===== src/rtl/cpu_io_pkg.sv =====
// Shared constants for the CPU console output path: UART FSM encoding,
// stdout store address and frame geometry.
package cpu_io_pkg;

  localparam logic [1:0] ST_IDLE  = 2'd0;
  localparam logic [1:0] ST_START = 2'd1;
  localparam logic [1:0] ST_DATA  = 2'd2;
  localparam logic [1:0] ST_STOP  = 2'd3;

  typedef enum logic [1:0] {
    IDLE  = ST_IDLE,
    START = ST_START,
    DATA  = ST_DATA,
    STOP  = ST_STOP
  } uartState_e;

  // Memory-stage decode compares the store address against this.
  localparam logic [31:0] STDOUT_ADDR = 32'hFFFF_0000;

  // Start bit + 8 data bits + stop bit.
  localparam int FRAME_BITS = 10;

endpackage


===== src/rtl/sync_byte_fifo.sv =====
// Byte FIFO with registered count/full; head entry is presented combinationally.
// Push is ignored while full and pop is ignored while empty.
module sync_byte_fifo #(
  parameter int DEPTH = 8,
  localparam int PTR_W = $clog2(DEPTH)
) (
  input  logic             clk,
  input  logic             rst_n,
  input  logic             push,
  input  logic             pop,
  input  logic [7:0]       din,
  output logic [7:0]       dout,
  output logic [PTR_W:0]   count,
  output logic             full,
  output logic             empty
);

  logic [7:0]       mem [DEPTH];
  logic [PTR_W-1:0] wrPtr;
  logic [PTR_W-1:0] rdPtr;
  logic [PTR_W:0]   nextCount;
  logic             doPush;
  logic             doPop;

  assign doPush = push && !full;
  assign doPop  = pop && !empty;
  assign empty  = (count == '0);
  assign dout   = mem[rdPtr];

  always_comb begin
    nextCount = count;
    if (doPush && !doPop) begin
      nextCount = count + 1'b1;
    end else if (!doPush && doPop) begin
      nextCount = count - 1'b1;
    end
  end

  // Pointers are exactly PTR_W bits, so they wrap at DEPTH for free.
  always_ff @(posedge clk or negedge rst_n) begin
    if (!rst_n) begin
      wrPtr <= '0;
      rdPtr <= '0;
      count <= '0;
      full  <= 1'b0;
    end else begin
      if (doPush) wrPtr <= wrPtr + 1'b1;
      if (doPop)  rdPtr <= rdPtr + 1'b1;
      count <= nextCount;
      full  <= (nextCount == (PTR_W + 1)'(DEPTH));
    end
  end

  always_ff @(posedge clk) begin
    if (doPush) mem[wrPtr] <= din;
  end

endmodule


===== src/rtl/stdout_uart_tx.sv =====
// Console output: buffers stdout store bytes and sends them as 8N1 frames,
// back-to-back with no idle gap while bytes are queued.
module stdout_uart_tx
  import cpu_io_pkg::*;
#(
  parameter int CLKS_PER_BIT = 16,
  parameter int FIFO_DEPTH   = 8
) (
  input  logic        clk,
  input  logic        rst_n,
  input  logic        wr_en,
  input  logic [31:0] wr_data,
  output logic        full,
  output logic        busy,
  output logic        overflow,
  output logic        tx
);

  localparam int PTR_W = $clog2(FIFO_DEPTH);

  uartState_e     state;
  logic [15:0]    baudCnt;
  logic [2:0]     bitIdx;
  logic [7:0]     shiftReg;
  logic           baudEnd;
  logic           fifoPop;
  logic           fifoFull;
  logic           fifoEmpty;
  logic [7:0]     fifoDout;
  logic [PTR_W:0] fifoCount;
  logic           unusedUpperBits;

  // Only the low byte of the store is printable.
  assign unusedUpperBits = ^wr_data[31:8];

  assign baudEnd = (baudCnt == 16'(CLKS_PER_BIT - 1));

  // Pops are decided from the registered count, so a byte pushed into an
  // empty FIFO is only popped on the following edge.
  assign fifoPop = !fifoEmpty && ((state == IDLE) || (state == STOP && baudEnd));

  sync_byte_fifo #(.DEPTH(FIFO_DEPTH)) u_fifo (
    .clk   (clk),
    .rst_n (rst_n),
    .push  (wr_en),
    .pop   (fifoPop),
    .din   (wr_data[7:0]),
    .dout  (fifoDout),
    .count (fifoCount),
    .full  (fifoFull),
    .empty (fifoEmpty)
  );

  assign full = fifoFull;
  assign busy = (state != IDLE) || (fifoCount != '0);

  always_ff @(posedge clk or negedge rst_n) begin
    if (!rst_n) begin
      overflow <= 1'b0;
    end else if (wr_en && fifoFull) begin
      overflow <= 1'b1;
    end
  end

  // tx is loaded with the level of the bit that starts on this edge.
  always_ff @(posedge clk or negedge rst_n) begin
    if (!rst_n) begin
      state    <= IDLE;
      baudCnt  <= '0;
      bitIdx   <= '0;
      shiftReg <= '0;
      tx       <= 1'b1;
    end else begin
      case (state)
        IDLE: begin
          tx <= 1'b1;
          if (!fifoEmpty) begin
            shiftReg <= fifoDout;
            baudCnt  <= '0;
            tx       <= 1'b0;
            state    <= START;
          end
        end
        START: begin
          if (baudEnd) begin
            baudCnt <= '0;
            bitIdx  <= '0;
            tx      <= shiftReg[0];
            state   <= DATA;
          end else begin
            baudCnt <= baudCnt + 1'b1;
          end
        end
        DATA: begin
          if (baudEnd) begin
            baudCnt  <= '0;
            shiftReg <= {1'b0, shiftReg[7:1]};
            if (bitIdx == 3'd7) begin
              tx    <= 1'b1;
              state <= STOP;
            end else begin
              tx     <= shiftReg[1];
              bitIdx <= bitIdx + 1'b1;
            end
          end else begin
            baudCnt <= baudCnt + 1'b1;
          end
        end
        STOP: begin
          if (baudEnd) begin
            baudCnt <= '0;
            if (!fifoEmpty) begin
              shiftReg <= fifoDout;
              tx       <= 1'b0;
              state    <= START;
            end else begin
              tx    <= 1'b1;
              state <= IDLE;
            end
          end else begin
            baudCnt <= baudCnt + 1'b1;
          end
        end
        default: state <= IDLE;
      endcase
    end
  end

endmodule


===== config.mk =====
export PLATFORM = sky130hd
export DESIGN_NAME = stdout_uart_tx
export DESIGN_NICKNAME = d
export VERILOG_FILES = /design/src/rtl/cpu_io_pkg.sv /design/src/rtl/sync_byte_fifo.sv /design/src/rtl/stdout_uart_tx.sv
export SDC_FILE = /design/constraint.sdc
export NUM_CORES = 1
export LEC_CHECK = 0
export CAP_MARGIN = 20
export CORE_MARGIN = 3
export CORE_UTILIZATION = 35
export CTS_BUF_LIST = sky130_fd_sc_hd__clkbuf_8
export DETAILED_ROUTE_END_ITERATION = 6
export PLACE_DENSITY = 0.64
export SLEW_MARGIN = 20
export SYNTH_ARGS = -nofsm -noshare
export SYNTH_HDL_FRONTEND = slang
export SYNTH_HIERARCHICAL = 1
export SYNTH_SLANG_ARGS = --single-unit
export TNS_END_PERCENT = 5

===== constraint.sdc =====
create_clock -name clk -period 3.7 [get_ports clk]
set_input_delay 0.555 -clock clk [delete_from_list [all_inputs] [get_ports clk]]
set_output_delay 0.555 -clock clk [all_outputs]
set_load 0.05 [all_outputs]

---- Yosys cells after proc, flatten, opt, wreduce, memory -nomap -nowiden ----
Memories as Yosys holds them, arrays and structs flattened.
Index checks and enable logic that the tools add are counted.
word-level totals
  word-level logic and storage cells ...... 81
  output and inout bits ................... 4
  register bits ........................... 42
  memories ................................ 1
  bits in writable memories ............... 64
  input port bits ......................... 35
memory list
  memory      depth  bits a word  read ports  clocked after Yosys merged registers in  wr ports  RTL line              RTL
  u_fifo.mem  8      8            1           0                                        1         sync_byte_fifo.sv:18  logic [7:0] mem [DEPTH];
operators by class
  mux-type cells .......................... 28
  reduce and logical (&&, ||, !) cells .... 24
  $add $sub $neg .......................... 6
  eq/ne operators ......................... 12
operators by type and width
  kind                                                                    count
  16-bit two-way mux                                                      2
  16-bit case mux with 2 select lines                                     1
  8-bit two-way mux                                                       3
  8-bit case mux with 3 select lines                                      1
  16-bit by 1-bit adder with 16-bit output, second input constant         1
  16-bit by 4-bit equality test with 1-bit output, second input constant  1
  2-bit inequality test, second input constant                            6
  2-bit two-way mux                                                       5
  3-bit by 1-bit adder with 3-bit output, second input constant           3
  3-bit two-way mux                                                       3
  1-bit two-way mux                                                       8
  4-bit two-way mux                                                       2
  2-bit case mux with 4 select lines                                      1
  1-bit logical AND                                                       7
  3-bit case mux with 2 select lines                                      1
  3-bit AND reduction                                                     2
  5-bit AND reduction                                                     1
  4-bit by 1-bit adder with 4-bit output, second input constant           1
  2-bit equality test, second input constant                              2
  4-bit equality test, second input constant                              1
  1-bit logical NOT                                                       4
  4-bit logical NOT                                                       1
  1-bit case mux with 4 select lines                                      1
  4-bit AND reduction                                                     1
  9 further kinds                                                         11

---- Depth between registers and ports, before layout ----
  word-level depth ........................ 9
  mapped depth ............................ 12
  mapped depth without buffers ............ 9

---- By module ----
The synthesis kept the hierarchy.
by module, submodules not included
  module          cells each  area an instance (µm²)  seq. area each (µm²)  instances
  sync_byte_fifo  154         3020.4                  2197.1                1
  stdout_uart_tx  191         1770.4                  777.0                 1

---- Worst setup path before layout ----
Ideal clock, no wire load.
  path type ............................... reg-to-reg
  start ................................... reg baudCnt[0]
  end ..................................... reg u_fifo.full
  cell stages (with the launch flop) ...... 13
  setup time .............................. 0.095 ns
  data arrival time ....................... 2.204 ns
  path slack .............................. 1.401 ns
  buffers on the path ..................... 3
  period minus slack after synthesis ...... 2.299 ns
  data required time ...................... 3.605 ns
  path through ............................ dfrtp_1 -> ha_1 -> and3_4 -> and4_1 -> buf_6 -> buf_6 -> a21oi_1 -> nor2_1 -> and2_4 -> buf_6 -> o22ai_2 -> xor2_1 -> nor4b_2
between the ends
  cells in the longest elaborated chain, start to end .. 9
  elaborated cells between the ends (all ways) .. 11
  classes of those cells .................. eq/ne: 2; mux: 2; reduce/logical: 7
ends and longest elaborated chain
  item                                                           RTL line                                    RTL
  start: declaration                                             stdout_uart_tx.sv:22                        logic [15:0] baudCnt;
  start signal: assignment                                       stdout_uart_tx.sv:91                        baudCnt <= baudCnt + 1'b1;
  start signal: assignment                                       stdout_uart_tx.sv:106                       baudCnt <= baudCnt + 1'b1;
  start signal: assignment                                       stdout_uart_tx.sv:121                       baudCnt <= baudCnt + 1'b1;
  16-bit by 4-bit equality test with 1-bit output (*)            stdout_uart_tx.sv:36                        assign baudEnd = (baudCnt == 16'(CLKS_PER_BIT - 1));
  1-bit logical AND (*)                                          stdout_uart_tx.sv:40                        assign fifoPop = !fifoEmpty && ((state == IDLE) || (state == STOP && baudEnd));
  1-bit logical OR (*)                                           stdout_uart_tx.sv:40
  1-bit logical AND (*)                                          stdout_uart_tx.sv:40
  net fifoPop                                                    stdout_uart_tx.sv:26                        logic fifoPop;
  1-bit logical AND (*)                                          sync_byte_fifo.sv:26                        assign doPop = pop && !empty;
  1-bit logical AND / 1-bit logical NOT (equally long branches)  sync_byte_fifo.sv:34, sync_byte_fifo.sv:32
  4-bit two-way mux / 1-bit logical AND (equally long branches)  sync_byte_fifo.sv:34, sync_byte_fifo.sv:32
  4-bit two-way mux (*)                                          sync_byte_fifo.sv:32                        if (doPush && !doPop) begin
  net u_fifo.nextCount[3]                                        sync_byte_fifo.sv:21                        logic [PTR_W:0] nextCount;
  4-bit equality test (*)                                        sync_byte_fifo.sv:50                        full <= (nextCount == (PTR_W + 1)'(DEPTH));
  end signal: assignment                                         sync_byte_fifo.sv:50
  end: declaration                                               sync_byte_fifo.sv:14                        output logic full,
Mark *: on every way through the listed nets, which the timed path passes. The rest lies on a longest branch.
A chain may end at the register's enable or synchronous reset.

---- Final worst setup path ----
  start ................................... reg state[0]
  end ..................................... out busy
between the ends
  cells in the longest elaborated chain, start to end .. 2
ends and longest elaborated chain
  item                      RTL line              RTL
  start: declaration        stdout_uart_tx.sv:21  uartState_e state;
  start signal: assignment  stdout_uart_tx.sv:68  state <= IDLE;
  start signal: assignment  stdout_uart_tx.sv:81  state <= START;
  start signal: assignment  stdout_uart_tx.sv:89  state <= DATA;
  2-bit nonzero test        stdout_uart_tx.sv:55  assign busy = (state != IDLE) || (fifoCount != '0);
  1-bit logical OR          stdout_uart_tx.sv:55
  end: declaration          stdout_uart_tx.sv:14  output logic busy,
No other way between the ends.

==> flow_summary_export.csv <==
group,metric,value,unit
status,status,"finished clean",
clock_tree,h-tree-depth,3,
placed_design,routabilityCongestion,0.790,
critical_path,path_class,"reg -> out",
critical_path,crit_family,"buffers and inverters",
global_route,grt_pass1_wl,14.2,mm
critical_path,crit_required,3.14,ns
timing,setup-violations-final,0,
synthesis,ys_ff_latch,106,
clock_tree,cts_num_sinks,106,
timing,grt_setup_unrepaired,"no",
synthesis,synth_cell_type_count,55,
placed_design,preCtsSetupSlack,0.958,ns
final_layout,layout_commonest_cell,"edfxtp_1",
final_layout,final_layout_size_suffix_gt1_frac,0.173,
timing,finalMaxSlewViolations,0,
critical_path,crit_cells,4,
synthesis,yosys_warnings,6,
detailed_routing,firstDrtPassIters,4,
detailed_routing,wl,8.64,mm
clock_tree,clk_latency,0.37,ns
synthesis,postSynthCellCount,345,
global_route,grt_pass1_vias,2738,
timing,fin_tns_setup,0,ns
critical_path,cp_max_fo,15,
clock_tree,clk_path_buf_depth,2,
timing,finalClockSkew,0.00695,ns
clock_tree,path_clk_slew,0.10,ns
final_layout,instances_no_fill,545,
floorplanning,die_h,123,µm
floorplanning,fp.coreArea,0.0133,mm²
clock_tree,post_cts_resized,0,
placed_design,place_hpwl,5.64,mm
floorplanning,core.rowCount,42,
detailed_routing,antenna_left,0,
clock_tree,cts-root-buf,"clkbuf_8",
power,p_sw,1380,µW
floorplanning,start_util,0.360,
global_route,overflow,0,
timing,finalWorstSetupSlack,0.733,ns
timing,clock.fmax,337,MHz
synthesis,syn_nets,393,
placed_design,io_buffers,14,
global_route,grt_max_degree,43,
final_layout,fin_util,0.403,
timing,min_period_over_period,0.802,
synthesis,async_flop_share,0.396,
global_route,grt.total_usage,0.123,
power,power.density,737,mW/mm²
critical_path,path_cells,"inv_1 > ha_1 > nand2_1 > clkdlybuf4s50_1",
clock_tree,cts_inserted_buffers,9,
synthesis,synth_edf_count,64,
floorplanning,die_width,123,µm
timing,hold_viol,0,
power,seqPwrFrac,0.445,
critical_path,critPathMaxStageDelay,0.74,ns
timing,worst_pin_slew,0.948,ns
synthesis,synth_area,0.00479,mm²
final_layout,nets,412,
clock_tree,cts_tree,"done",
detailed_routing,vias_per_cell,5.13,
power,intPower,2570,µW
power,power.leakage,0.00194,µW
detailed_routing,drtIter0Drc,154,
final_layout,syn_to_final_growth,11.7,%
detailed_routing,wl_per_cell,15.8,µm
critical_path,cpMaxStageDelayCell,"clkdlybuf4s50_1",
detailed_routing,drc,0,
hold_path,min_path_type,"in -> async",
job,cap_violations,0,
power,switching_share,0.349,
final_layout,antenna_cells,0,
synthesis,yosysSeqAreaShare,0.621,
synthesis,synth_flop_cell,"edfxtp_1",
power,clock_power_share,0.203,
floorplanning,io-pin-count,39,
timing,fin_crit,2.97,ns
power,vdd_drop_max,0.392,mV
power,p_comb_frac,0.352,
critical_path,arrival,2.41,ns
critical_path,worstRegToRegCells,9,
critical_path,cp-start-kind,"flop",
clock_tree,cts_setup_buffers,0,
floorplanning,die_area,0.0151,mm²
detailed_routing,num_vias,2795,
global_route,antenna_found_initial,0,
clock_tree,cts_hold_buf,0,
critical_path,crit_buf_inv,2,
placed_design,placedCellCount,529,
synthesis,avgSynthCellArea,13.9,µm²
final_layout,mostFrequentLayoutCells,"edfxtp_1 (64), dfrtp_1 (41), nand2_1 (39)",
timing,slew_headroom,0.368,
critical_path,end_kind,"output pin",
==> per-layer routing <==
metal	up-vias	track usage	part of all wire
li1	1350	-	-
met1	1410	0.169	0.47
met2	28	0.192	0.48
met3	7	0.0325	0.032
met4	0	0.0374	0.012
met5	-	0	0
==> flip-flops by register name, indices dropped and copies added (netlist names) <==
| name | flops |
|---|---|
| u_fifo/full | 1 |
| overflow | 1 |
| baudCnt | 16 |
| u_fifo/count | 4 |
| shiftReg | 8 |
| u_fifo/wrPtr | 3 |
| bitIdx | 3 |
| tx | 1 |
| u_fifo/rdPtr | 3 |
| u_fifo/mem | 64 |
| state | 2 |
==> cells by family after synthesis <==
group | synth area share
AOI/OAI and AO/OA | 0.0844
xor gates and xnor gates | 0.0146
adders and majority gates | 0.0340
buffers and inverters | 0.0261
DFF | 0.621
muxes | 0.113
and+or+nand+nor | 0.107
==> per-stage QoR <==
stage / power [µW] / hold WS [ns] / instance area (µm²)
finish: 3950 / 0.324 / 5350
global route: 4220 / 0.392 / 5350
CTS: 3990 / 0.348 / 5350
detailed placement: 3180 / 0.448 / 5130
global placement: 3140 / 0.442 / 5130
floorplan: 2840 / 0.259 / 4790
==> power groups by stage <==
stage	sequential, µW	combinational, µW	clock (µW)
2_1_floorplan	1700	1140	0
3_3_place_gp	1780	1360	0
3_5_place_dp	1790	1400	0
4_1_cts	1760	1400	826
5_1_grt	1800	1550	869
6_report	1750	1390	801
==> cell type report <==
type | count | area (µm²)
clock buffers | 9 | 124
clock inverters | 7 | 103
fillers | 1219 | 7940
inverters | 10 | 37.5
multi-input cells | 214 | 1690
flip-flops and latches | 106 | 2970
well taps | 176 | 220
repair buffers | 23 | 203
==> Yosys cell counts (2+ instances only) <==
cell      number  area share
nor3_1        10       0.010
a31oi_1        4      0.0052
a211oi_1       2      0.0031
nor2b_1        2      0.0026
mux4_2        16       0.075
dfrtp_1       41        0.21
buf_1          2      0.0016
mux2i_1        7       0.015
a22o_1         3      0.0055
a41oi_1        3      0.0055
ha_1          13       0.034
nor4_1         6      0.0078
nand2b_1       3      0.0039
clkbuf_1       3      0.0024
buf_2          6      0.0063
a21oi_1        8      0.0084
nand3_1        6      0.0063
inv_1         10      0.0078
o31ai_1        5      0.0078
xnor2_1        6       0.011
o21ai_0       32       0.033
nand2_1       39       0.031
edfxtp_1      64        0.40
mux2_2        10       0.024
xor2_1         2      0.0037
buf_6          3      0.0071
nand4_1        2      0.0026
nor2_1         9      0.0071
or3_1          2      0.0026
==> worst paths after layout <==
check                           startpoint          end  slack, ns
min in group clk                  overflow     overflow       0.47
worst min-delay path                 rst_n  baudCnt[11]       0.32
worst max register to register  baudCnt[0]  u_fifo/full       0.93
worst max-delay path              state[0]         busy       0.73
max in group asynchronous            rst_n  shiftReg[6]       2.79
worst min register to register    overflow     overflow       0.47
Power figures use the tool's default switching activity.
